==> src/rtl/ext_trig_rx_if.sv <==
// Result bundle of the external trigger receiver: capture start, measurements,
// status flags and the receiver state for observation.
interface ext_trig_rx_if #(
  parameter int CNT_W = 20,
  parameter int PW_W  = 12
);
  // o_st and o_meas_valid are single-cycle strobes with no ready/back-pressure;
  // o_period/o_pulse are stable from the o_meas_valid cycle until the next one.
  logic             o_st;
  logic [CNT_W-1:0] o_period;
  logic [PW_W-1:0]  o_pulse;
  logic             o_meas_valid;
  logic             o_overrun;
  logic             o_timeout;
  logic [15:0]      o_trig_cnt;
  logic [1:0]       o_dbg_state;

  modport master (
    output o_st, o_period, o_pulse, o_meas_valid,
    output o_overrun, o_timeout, o_trig_cnt, o_dbg_state
  );

  modport slave (
    input o_st, o_period, o_pulse, o_meas_valid,
    input o_overrun, o_timeout, o_trig_cnt, o_dbg_state
  );
endinterface

==> src/rtl/ext_trig_rx.sv <==
// External trigger receiver: synchronise, glitch-filter and polarise the trigger
// line, issue a one-cycle capture start and measure trigger period and width.
module ext_trig_rx #(
  parameter int SYNC_STAGES = 2,
  parameter int FILT_LEN    = 4,
  parameter int CNT_W       = 20,
  parameter int PW_W        = 12
) (
  input  logic             i_clk,
  input  logic             i_rst_n,
  input  logic             i_en,
  input  logic             i_negedge,
  input  logic             i_trig,
  input  logic [CNT_W-1:0] i_holdoff,
  ext_trig_rx_if.master    meas
);

  localparam int FC_W = (FILT_LEN > 1) ? $clog2(FILT_LEN) : 1;
  localparam logic [CNT_W-1:0] CNT_MAX = '1;
  localparam logic [PW_W-1:0]  PW_MAX  = '1;

  typedef enum logic [1:0] {
    S_IDLE   = 2'd0,
    S_ARMED  = 2'd1,
    S_ACTIVE = 2'd2,
    S_HOLD   = 2'd3
  } state_t;

  logic [SYNC_STAGES-1:0] sync_q;
  logic [FC_W-1:0]        filt_cnt_q;
  logic                   filt_q;
  logic                   lvl_q;
  logic                   rise_q;
  logic                   fall_q;
  logic                   samp;

  assign samp = sync_q[SYNC_STAGES-1] ^ i_negedge;

  // Edge pulses are registered one cycle after the filter flips, so rise_q
  // always coincides with lvl_q already showing the new level.
  always_ff @(posedge i_clk or negedge i_rst_n) begin
    if (!i_rst_n) begin
      sync_q     <= '0;
      filt_cnt_q <= '0;
      filt_q     <= 1'b0;
      lvl_q      <= 1'b0;
      rise_q     <= 1'b0;
      fall_q     <= 1'b0;
    end else begin
      sync_q <= {sync_q[SYNC_STAGES-2:0], i_trig};
      if (samp == filt_q) begin
        filt_cnt_q <= '0;
      end else if (filt_cnt_q == FC_W'(FILT_LEN - 1)) begin
        filt_q     <= samp;
        filt_cnt_q <= '0;
      end else begin
        filt_cnt_q <= filt_cnt_q + FC_W'(1);
      end
      lvl_q  <= filt_q;
      rise_q <= filt_q & ~lvl_q;
      fall_q <= ~filt_q & lvl_q;
    end
  end

  state_t           state_q, state_d;
  logic             st_q, st_d;
  logic             mv_q, mv_d;
  logic [15:0]      trig_cnt_q, trig_cnt_d;
  logic [PW_W-1:0]  width_q, width_d;
  logic [PW_W-1:0]  pulse_q, pulse_d;
  logic [CNT_W-1:0] cnt_q, cnt_d;
  logic [CNT_W-1:0] cap_q, cap_d;
  logic [CNT_W-1:0] period_q, period_d;
  logic             prior_q, prior_d;
  logic             overrun_q, overrun_d;
  logic             timeout_q, timeout_d;
  logic             holdoff_ok;

  assign holdoff_ok = (cnt_q >= i_holdoff);

  always_ff @(posedge i_clk or negedge i_rst_n) begin
    if (!i_rst_n) begin
      state_q    <= S_IDLE;
      st_q       <= 1'b0;
      mv_q       <= 1'b0;
      trig_cnt_q <= '0;
      width_q    <= '0;
      pulse_q    <= '0;
      cnt_q      <= '0;
      cap_q      <= '0;
      period_q   <= '0;
      prior_q    <= 1'b0;
      overrun_q  <= 1'b0;
      timeout_q  <= 1'b0;
    end else begin
      state_q    <= state_d;
      st_q       <= st_d;
      mv_q       <= mv_d;
      trig_cnt_q <= trig_cnt_d;
      width_q    <= width_d;
      pulse_q    <= pulse_d;
      cnt_q      <= cnt_d;
      cap_q      <= cap_d;
      period_q   <= period_d;
      prior_q    <= prior_d;
      overrun_q  <= overrun_d;
      timeout_q  <= timeout_d;
    end
  end

  always_comb begin
    state_d    = state_q;
    st_d       = 1'b0;
    mv_d       = 1'b0;
    trig_cnt_d = trig_cnt_q;
    width_d    = width_q;
    pulse_d    = pulse_q;
    cap_d      = cap_q;
    period_d   = period_q;
    prior_d    = prior_q;
    overrun_d  = overrun_q;
    timeout_d  = timeout_q;
    cnt_d      = (cnt_q == CNT_MAX) ? CNT_MAX : cnt_q + CNT_W'(1);
    if (cnt_q == CNT_MAX) timeout_d = 1'b1;

    if (!i_en) begin
      state_d    = S_IDLE;
      trig_cnt_d = '0;
      cnt_d      = '0;
      prior_d    = 1'b0;
      overrun_d  = 1'b0;
      timeout_d  = 1'b0;
    end else begin
      case (state_q)
        S_IDLE: begin
          if (!lvl_q) state_d = S_ARMED;
        end
        S_ARMED: begin
          if (rise_q) begin
            st_d       = 1'b1;
            trig_cnt_d = trig_cnt_q + 16'd1;
            width_d    = PW_W'(1);
            cnt_d      = '0;
            timeout_d  = 1'b0;
            // Interval between this start and the previous one, i.e. cnt_q + 1.
            if (prior_q) cap_d = (cnt_q == CNT_MAX) ? CNT_MAX : cnt_q + CNT_W'(1);
            else         cap_d = '0;
            prior_d    = 1'b1;
            state_d    = S_ACTIVE;
          end
        end
        S_ACTIVE: begin
          width_d = (width_q == PW_MAX) ? PW_MAX : width_q + PW_W'(1);
          if (fall_q) begin
            pulse_d  = width_q;
            period_d = cap_q;
            mv_d     = 1'b1;
            state_d  = holdoff_ok ? S_ARMED : S_HOLD;
          end
        end
        S_HOLD: begin
          if (rise_q)          overrun_d = 1'b1;
          else if (holdoff_ok) state_d   = S_ARMED;
        end
        default: state_d = S_IDLE;
      endcase
    end
  end

  assign meas.o_st         = st_q;
  assign meas.o_period     = period_q;
  assign meas.o_pulse      = pulse_q;
  assign meas.o_meas_valid = mv_q;
  assign meas.o_overrun    = overrun_q;
  assign meas.o_timeout    = timeout_q;
  assign meas.o_trig_cnt   = trig_cnt_q;
  assign meas.o_dbg_state  = state_q;

endmodule
==> src/flat_wrapper.sv <==
// flat-port wrapper written by rule: the top's interface ports become plain ports
module ext_trig_rx_flat 
#(
  parameter int SYNC_STAGES = 2,
  parameter int FILT_LEN    = 4,
  parameter int CNT_W       = 20,
  parameter int PW_W        = 12
)
  (i_clk, i_rst_n, i_en, i_negedge, i_trig, i_holdoff, meas_o_st, meas_o_period, meas_o_pulse, meas_o_meas_valid, meas_o_overrun, meas_o_timeout, meas_o_trig_cnt, meas_o_dbg_state);
  ext_trig_rx_if #(.CNT_W(CNT_W), .PW_W(PW_W)) meas_i ();
  input  logic i_clk;
  input  logic i_rst_n;
  input  logic i_en;
  input  logic i_negedge;
  input  logic i_trig;
  input  logic [CNT_W-1:0] i_holdoff;
  output wire logic [$bits(meas_i.o_st)-1:0] meas_o_st;
  output wire logic [$bits(meas_i.o_period)-1:0] meas_o_period;
  output wire logic [$bits(meas_i.o_pulse)-1:0] meas_o_pulse;
  output wire logic [$bits(meas_i.o_meas_valid)-1:0] meas_o_meas_valid;
  output wire logic [$bits(meas_i.o_overrun)-1:0] meas_o_overrun;
  output wire logic [$bits(meas_i.o_timeout)-1:0] meas_o_timeout;
  output wire logic [$bits(meas_i.o_trig_cnt)-1:0] meas_o_trig_cnt;
  output wire logic [$bits(meas_i.o_dbg_state)-1:0] meas_o_dbg_state;
  assign meas_o_st = meas_i.o_st;
  assign meas_o_period = meas_i.o_period;
  assign meas_o_pulse = meas_i.o_pulse;
  assign meas_o_meas_valid = meas_i.o_meas_valid;
  assign meas_o_overrun = meas_i.o_overrun;
  assign meas_o_timeout = meas_i.o_timeout;
  assign meas_o_trig_cnt = meas_i.o_trig_cnt;
  assign meas_o_dbg_state = meas_i.o_dbg_state;
  ext_trig_rx #(.SYNC_STAGES(SYNC_STAGES), .FILT_LEN(FILT_LEN), .CNT_W(CNT_W), .PW_W(PW_W)) u_core (.i_clk(i_clk), .i_rst_n(i_rst_n), .i_en(i_en), .i_negedge(i_negedge), .i_trig(i_trig), .i_holdoff(i_holdoff), .meas(meas_i));
endmodule
==> config.mk <==
export PLATFORM = sky130hd
export DESIGN_NAME = ext_trig_rx_flat
export DESIGN_NICKNAME = d
export VERILOG_FILES = /design/src/rtl/ext_trig_rx_if.sv /design/src/rtl/ext_trig_rx.sv /design/src/flat_wrapper.sv
export SDC_FILE = /design/constraint.sdc
export NUM_CORES = 1
export LEC_CHECK = 0
export ABC_CLOCK_PERIOD_IN_PS = 4000
export CORE_MARGIN = 2
export CORE_UTILIZATION = 59
export DETAILED_ROUTE_END_ITERATION = 12
export PLACE_DENSITY = 0.86
export SETUP_SLACK_MARGIN = 0.05
export SYNTH_ARGS = -nofsm -noshare
export SYNTH_HDL_FRONTEND = slang
export SYNTH_SLANG_ARGS = --single-unit
export TNS_END_PERCENT = 10
==> constraint.sdc <==
create_clock -name i_clk -period 4 [get_ports i_clk]
set_input_delay 0.8 -clock i_clk [delete_from_list [all_inputs] [get_ports i_clk]]
set_output_delay 0.8 -clock i_clk [all_outputs]
set_load 0.005 [all_outputs]
==> impl_metrics.ini <==
[sta]
setup_slack_ns = 1.280
hold_violations = 0
tightest_slew_ns = 0.8734
tns_ns = 0
fin_crit_sh_pct = 68.01
timing.fmax_mhz = 367.6
maxSlewViolCount = 0
rsz0062_at_grt = no
slew-limit-headroom_pct = 41.77
finClkSkew_ns = 0.008813
setup_viol = 0
period_needed_ns = 2.720

[grt]
grt_busiest_layer = met2
grt_pass1_wl_mm = 21.38
overflow = 0
grt_max_degree = 66
grt_usage_pct = 27.42
grt_antenna_before_repair = 0
grt_pass1_vias = 4505
grt_use_met3_pct = 6.267
use_met2_pct = 45.69
grt_use_met1_pct = 33.83

[clock_tree]
postCtsSetupRepairBufs = 0
numCtsBuffers = 17
insertion_delay_ns = 0.51
ctsHoldBuffers = 0
ctsRootBufferMaster = clkbuf_8
htreeDepth = 4
cts_resized = 0
clock_tree.buffer_depth = 2
cts_sinks = 115
clk_pin_slew_worst_paths_ns = 0.06
tritoncts = built

[cells_and_area]
syn_to_final_growth_pct = 26.23
num-nets-final = 670
diodes = 0
drive_gt1_share_pct = 7.937
nFillCells = 602
layout.cells.non_filler = 741

[setup_path]
cp_max_fo = 2
slowest_delay_ns = 0.46
cpMostUsedCell = a21o_1
worstPathCellList = clkdlybuf4s50_1 > inv_1 > ha_1 > a21o_1 > a21o_1 > a2111oi_2 > o2111ai_1 > or3_1 > o311a_1
endpoint_kind = flop
critical_path_required_ns = 4.39
cp_slowest_cell = clkdlybuf4s50_1
arrival_ns = 3.11
crit_path_start_kind = primary input
path_class = primary input to flop

[placed_design]
portBuffers = 78
dpl_worst_slack_ns = 0.7657
numPlacedInstances = 709
dp_hpwl_mm = 8.389
gp_congestion = 0.8695

[synthesis]
syn-instance-count = 530
synth_area_leaders = dfrtp_1 53%, ha_1 6.4%, mux2_1 6.0%
ys_ff_latch = 115
synth_commonest_cells = 115 x dfrtp_1, 67 x nor2_1, 46 x nand2_1
synth-seq-area-share_pct = 52.60
synth_area_mm2 = 0.005471
yosys.area.top_type = dfrtp_1
async_reset_ff_share_pct = 100.0
yosysMostFrequentCell = dfrtp_1
synth.top_cell.area_share_pct = 52.60
synth_edf_count = 0
synth_top_flop_cell = dfrtp_1
yosysWarnings = 0
synth_area_per_cell_um2 = 10.32
synth_nets = 583
yosys.cell_types.count = 48

[worst_hold_path]
min_path_type = flop to flop

[detailed_routing]
antenna_left = 0
via_per_inst = 5.796
drt_first_iter_violations = 316
wire_per_inst_um = 16.92
route.vias.total = 4295
drt_wl_total_mm = 12.54
dr.pass1.iters = 4
drc = 0

[floorplan]
rows = 35
ioPinCount = 79
fp.dieArea_mm2 = 0.01006
die_h_um = 100.3
initial_core_util_pct = 60.07
core-area_mm2 = 0.009109
die_x_um = 100.3

[power]
ir_drop_mv = 0.3776
leakage_nw = 3.287
powerDensity_mw_per_mm2 = 462.4

[flow_run]
maxCapViolations = 0

[status]
run_status = finished clean
through the flow:
| step | hold WS (ns) | total power [mW] | area (um^2) | utilization (%) |
|---|---|---|---|---|
| detailed placement | 0.3381 | 1.844 | 6370 | 69.93 |
| CTS | 0.3517 | 3.205 | 6907 | 75.82 |
| finish | 0.3479 | 3.194 | 6907 | 75.82 |
| global placement | 0.3339 | 1.808 | 6370 | 69.93 |
| floorplan | 0.3312 | 1.628 | 5472 | - |
| global route | 0.3578 | 3.349 | 6907 | 75.82 |
path summary, 6_finish.rpt:
check / endpoint / cells after the start / slack [ns] / start
setup / recovery: u_core.meas.o_dbg_state[1] / 9 / 1.28 / i_holdoff[17]
hold / removal: u_core.sync_q[1] / 0 / 0.35 / u_core.sync_q[0]
setup reg to reg: u_core.meas.o_dbg_state[1] / 8 / 1.47 / u_core.cnt_q[0]
hold reg to reg: u_core.sync_q[1] / 0 / 0.35 / u_core.sync_q[0]
max in group asynchronous: u_core.cap_q[6] / 2 / 2.75 / i_rst_n
min in group asynchronous: u_core.cnt_q[2] / 1 / 0.37 / i_rst_n
logic make-up after synthesis:
group	after synthesis	synth area share (%)
XOR/XNOR	30	4.802
AO/OA/AOI/OAI	91	10.36
buffers and inverters	48	3.361
adder cells (fa/ha/maj)	28	6.403
AND/OR/NAND/NOR	186	15.92
flip-flops	115	52.60
multiplexers	32	6.563
area by class of cell:
cell class              instances  area, um^2  share of cell area [%]
clock inverters                15       122.6                   1.775
multi-input cells             367        2410                   34.89
well taps                     111       138.9                   2.011
clock buffers                  17       414.1                   5.996
repair buffers                 84       823.3                   11.92
inverters                      32       120.1                   1.739
flip-flops and latches        115        2878                   41.67
flip-flops by register name (all words and copies together) (netlist names), 2 cells and up:
name and count:
u_core.width_q 12, u_core.filt_cnt_q 2, u_core.cap_q 20, u_core.meas.o_trig_cnt 16, u_core.meas.o_dbg_state 2, u_core.meas.o_pulse 12, u_core.sync_q 2, u_core.meas.o_period 20
u_core.cnt_q 20
routing by layer:
layer / vias up / share of wire (%)
met1: 2108 / 43
met5: - / 0
met3: 37 / 4.0
met4: 0 / 3.0
met2: 135 / 50
li1: 2015 / -
worst max-delay path: cells and delay by family:
kind,cells,cell delay (ns)
compound gates,5,1.13
fa+ha+maj,1,0.31
buf+inv,2,0.50
simple gates,1,0.37
power breakdown:
part           leakage [nW]  total (mW)  switching (mW)  internal [mW]
logic                  1.45       0.491           0.262          0.229
registers              1.58        1.35          0.0991           1.25
clock network         0.258        1.35           0.575          0.775
cells in the final DEF, fill, tap and decap left out, types with 4 or more instances in the layout:
cell / instances
a21o_1: 4
a21oi_1: 18
a22o_1: 7
and3_1: 10
buf_4: 7
clkbuf_16: 16
clkdlybuf4s50_1: 77
dfrtp_1: 115
ha_1: 28
inv_1: 29
inv_6: 6
mux2_1: 29
nand2_1: 46
nand2b_1: 4
nand3_1: 20
nand4_1: 10
nor2_1: 67
nor2b_1: 4
nor3_1: 9
o21ai_0: 7
o21ai_1: 31
o31ai_1: 5
or3_1: 5
xnor2_1: 11
xor2_1: 19
(Power assumes the default switching activity.)
==> edit 1, RTL diff (same flow settings) <==
Register the input `i_holdoff` before use, with the module's reset. The logic sees it one clock later. The other inputs are not delayed to match.
--- a/src/rtl/ext_trig_rx.sv
+++ b/src/rtl/ext_trig_rx.sv
@@ -27,2 +27,12 @@
   } state_t;
+
+  logic [CNT_W-1:0] i_holdoff_q;
+
+  always_ff @(posedge i_clk or negedge i_rst_n) begin
+    if (!i_rst_n) begin
+      i_holdoff_q <= '0;
+    end else begin
+      i_holdoff_q <= i_holdoff;
+    end
+  end
 
@@ -78,3 +88,3 @@
 
-  assign holdoff_ok = (cnt_q >= i_holdoff);
+  assign holdoff_ok = (cnt_q >= i_holdoff_q);
 
Function: no difference found for any inputs over 4 cycles, from zero or initial values and one cycle with i_rst_n low; that may be too few to reach the edited logic, so the function may still have changed.
==> edit 1 against the original RTL <==
  * Sequential cell count increased by 20
  * Routed wire length up 4.4%
  * Clock skew shrank 0.0023 ns
  * Power grew 18%
  * Hold slack improved by 0.0023 ns
  * Setup slack lost 0.015 ns
  * Design area is 10% higher
  * Area after synthesis up 11%
  * Final cell count is 8.6% higher
  * Highest routed layer unchanged
==> edit 1: results (changes against the original RTL) <==
The data-path buffer share of cell area in the final layout is 10.6% (-1.3 points). The number of nets in the final layout is 712 (+6.3%). The xor/xnor cell area share of the yosys netlist is 4.19% (-0.61 points).

The global-route wire length before repair is 22500 um (+5.1%). The detailed-route wire length on metal 1 came to 5360 um (about the same). The met3 usage is 5.44% (-0.83 points). In the post-synthesis netlist, the biggest area contributors are sky130_fd_sc_hd__dfrtp_1 (56%), sky130_fd_sc_hd__ha_1 (5.8%), sky130_fd_sc_hd__mux2_2 (4.6%).

The HPWL reported at the end of detailed placement came to 8850 um (+5.5%). The standby leakage power came out at 3.61 nW (+9.7%). The net count of the mapped netlist came out at 631 (+8.2%). The slowest library cell on the worst path is sky130_fd_sc_hd__nand2_1.

The minimum setup slack after placement came out at 1.08 ns (+0.310 ns). The flow ran to the end, and the final reports show no timing, DRC or antenna violations. The met1 routing resource usage after global routing is 32.2% (-1.7 points).

The kind of cell with the highest combined delay along the critical path is simple AND/OR/NAND/NOR gates. The weighted congestion reported at the end of routability-driven placement came out at 0.931 (+7.1%). The count of inverters not on the clock network in the layout came to 41 (+28%). The maximum clock skew at final layout is 0.00654 ns (-0.00228 ns). The number of clock buffers in the layout came to 21 (+4). The violation count after the first detailed-routing iteration is 343 (+8.5%). The average cell area after synthesis is 10.5 um2 (+1.5%).

The wire length on met3 is 659 um (+30%). The fraction of area in clock buffers and inverters came out at 8.89% (+1.1 points). The share of synthesized cell area in full adder, half adder and majority cells came out at 5.78% (-0.62 points).

The sequential-to-total area share from yosys stat is 55.8% (+3.2 points). The total non-filler cell area in the finished layout is 7620 um2 (+10%). The detail-routed via count per cell is 5.70 (-1.7%).

The count of cell types in the netlist was 43 (-10%). The number of tap instances came out at 133 (+20%). After synthesis, the most frequently instantiated cells are sky130_fd_sc_hd__dfrtp_1 (135), sky130_fd_sc_hd__nand2_1 (58), sky130_fd_sc_hd__nor2_1 (53), sky130_fd_sc_hd__inv_1 (41), sky130_fd_sc_hd__o21ai_0 (38). The routing usage on met2 came out at 42.8% (-2.9 points).

The share of post-route cells with drive strength above 1 came out at 9.82% (+1.9 points). The register area came out at 3380 um2 (+17%). The number of iterations in the first detailed-routing pass came out at 6 (+2). The proportion of synthesized area in mux cells is 4.98% (-1.6 points). The maximum fanout along the worst path was 23 (+21).

The slack of the worst reg-to-reg path came out at 1.26 ns (-0.21 ns). The total track usage came out at 25.4% (-2.0 points). The placement-stage cell area is 6940 um2 (+9.0%). The highest ir drop seen on vdd is 310 uV (-18%).

The multi-input combinational cell area is 2430 um2 (+0.99%). The routed wire length is 13100 um (+4.4%). The max-slew headroom at the worst pin is 37.3% (-4.5 points).
[edit 1: changes by cell type after synthesis, sizes merged, moves of 12 or more]
cell   before  now
nand2      46   58
and2        2   15
nor2       68   53
dfrtp     115  135
o21ai      38   55
[edit 1: worst max path at each step]
stage / from / end / slack (ns) / cells after the start
6_report: u_core.meas.o_dbg_state[1] / u_core.cap_q[16] / 1.26 / 8
5_1_grt: u_core.meas.o_dbg_state[1] / u_core.cap_q[17] / 1.02 / 8
4_1_cts: u_core.meas.o_dbg_state[1] / u_core.cap_q[16] / 1.26 / 8
3_5_place_dp: i_en / u_core.cap_q[16] / 1.08 / 7
3_3_place_gp: i_en / u_core.cap_q[0] / 1.13 / 7
2_1_floorplan: u_core.cnt_q[2] / u_core.meas.o_dbg_state[0] / 1.96 / 7
[edit 1: report_power, final]
part | internal (mW) | switching (mW) | total (mW) | leakage [nW]
registers | 1.47 | 0.0961 | 1.56 | 1.81
clock network | 1.19 | 0.570 | 1.76 | 0.325
logic | 0.194 | 0.244 | 0.438 | 1.47
==> edit 2, RTL diff (same flow settings) <==
Without the edit above. `PW_W` is set to 12 in 3 places; all go to 10.
--- a/src/rtl/ext_trig_rx_if.sv
+++ b/src/rtl/ext_trig_rx_if.sv
@@ -4,3 +4,3 @@
   parameter int CNT_W = 20,
-  parameter int PW_W  = 12
+  parameter int PW_W  = 10
 );
--- a/src/rtl/ext_trig_rx.sv
+++ b/src/rtl/ext_trig_rx.sv
@@ -6,3 +6,3 @@
   parameter int CNT_W       = 20,
-  parameter int PW_W        = 12
+  parameter int PW_W        = 10
 ) (
--- a/src/flat_wrapper.sv
+++ b/src/flat_wrapper.sv
@@ -6,3 +6,3 @@
   parameter int CNT_W       = 20,
-  parameter int PW_W        = 12
+  parameter int PW_W        = 10
 )
Ports: changed (resized meas_o_pulse); port bits go from 79 to 77. No check against the original RTL was run, so the function may have changed too.
==> edit 2 against the original RTL <==
  * Design area shrank 7.7%
  * Critical endpoint unchanged
  * Clock power down 43%
  * Power shrank 19%
  * Area after synthesis decreased by 3.3%
  * Sequential cell count down 4
  * Routed wire length down 11%
  * Setup slack worse by 0.083 ns
  * Via count down 6.6%
==> edit 2: results (changes against the original RTL) <==
The wire length on met3 is 447 um (-12%). The met3 usage came to 3.26% (-3.0 points). The violation count after the first detailed-routing iteration came out at 185 (-41%). The detail-routed via count per cell came to 5.77 (-0.52%). The insertion delay to the later sink of the worst-skew pair is 0.37 ns (-0.14 ns).

The count of inverters not on the clock network in the layout came out at 37 (+16%). The max-slew headroom at the worst pin came out at 33.8% (-8.0 points). The detailed-route wire length on metal 1 came out at 4710 um (-12%). The deepest level of the CTS H-tree was 3 (-1).

The number of buffer cells added on primary ports came out at 76 (-2.6%). The number of global-route vias before repair came out at 4108 (-8.8%). The non-filler instance count after layout is 696 (-6.1%).

The number of iterations in the first detailed-routing pass came to 5 (+1). The total track usage came out at 24.4% (-3.0 points). The peak clock frequency supported by timing is 0.357 GHz (-3.0%). The highest ir drop seen on vdd came out at 233 uV (-38%). The proportion of synthesized area in mux cells came to 5.30% (-1.3 points). The cell count after synthesis came out at 510 (-3.8%). The routed wirelength normalized by instance count came out at 16.1 um (-5.0%). The count of cell types in the netlist came to 42 (-13%). The number of buffers other than clock buffers in the final layout came out at 80 (-4.8%). The met1 routing resource usage after global routing is 31.7% (-2.2 points). The fraction of area in clock buffers and inverters came out at 3.63% (-4.1 points). The placement-stage cell area is 6140 um2 (-3.6%). The maximum clock skew at final layout came to 0.00803 ns (-0.000783 ns).

The clock edge transition at the registers on the reported setup and hold paths is 0.10 ns (+0.04 ns). The standby leakage power was 3.12 nW (-5.2%). The slack of the worst reg-to-reg path was 1.49 ns (+0.02 ns). The worst reg-to-reg path cell count is 7 (-1). The weighted congestion reported at the end of routability-driven placement is 0.853 (-1.9%). The number of clock buffers in the layout came out at 12 (-5). The arrival time at the worst endpoint is 3.07 ns (-0.04 ns).

The register area came out at 2780 um2 (-3.5%). The total power per unit cell area came out at 404 nW/um2 (-13%). The flow ran to the end, and the final reports show no timing, DRC or antenna violations.

The worst hold slack across all endpoints is 0.359 ns (+0.0110 ns). The multi-input combinational cell count is 344 (-6.3%). The number of tap instances came to 108 (-2.7%).

The HPWL reported at the end of detailed placement came out at 7890 um (-5.9%). The share of post-route cells with drive strength above 1 came out at 8.33% (+0.40 points). The post-placement cell count is 680 (-4.1%).

The maximum number of pins on one net before global-route repair came out at 80 (+21%). The global-route wire length before repair is 19200 um (-10%). The area fraction in compound gates after synthesis is 13.3% (+2.9 points). In the post-synthesis netlist, the biggest area contributors are sky130_fd_sc_hd__dfrtp_1 (52%), sky130_fd_sc_hd__ha_1 (6.6%), sky130_fd_sc_hd__mux2_2 (5.1%). The multi-input logic portion of the cell area came out at 36.1% (+1.2 points). The number of inserted filler cells in the final layout came out at 615 (+2.2%).
==> edit 2: cell types whose count changed after synthesis, moves of 7 or more <==
cell	unedited run	this run
sky130_fd_sc_hd__a21o_1	4	18
sky130_fd_sc_hd__nor2_1	67	40
sky130_fd_sc_hd__a22o_1	7	0
sky130_fd_sc_hd__inv_1	29	37
sky130_fd_sc_hd__a21oi_1	18	53
sky130_fd_sc_hd__nand2_1	46	38
sky130_fd_sc_hd__mux2_2	2	24
sky130_fd_sc_hd__o21ai_0	7	30
sky130_fd_sc_hd__o21ai_1	31	0
sky130_fd_sc_hd__mux2_1	29	0
==> edit 2: logic make-up after synthesis <==
kind of cell / after synthesis
AO/OA/AOI/OAI: 117
XOR/XNOR: 31
adder cells (fa/ha/maj): 28
buffers and inverters: 55
flip-flops: 111
multiplexers: 25
AND/OR/NAND/NOR: 143
==> edit 2: power breakdown <==
part	internal, mW	leakage (nW)	total [mW]	switching, mW
registers	1.23	1.52	1.32	0.0937
logic	0.240	1.48	0.485	0.245
clock network	0.391	0.118	0.767	0.376
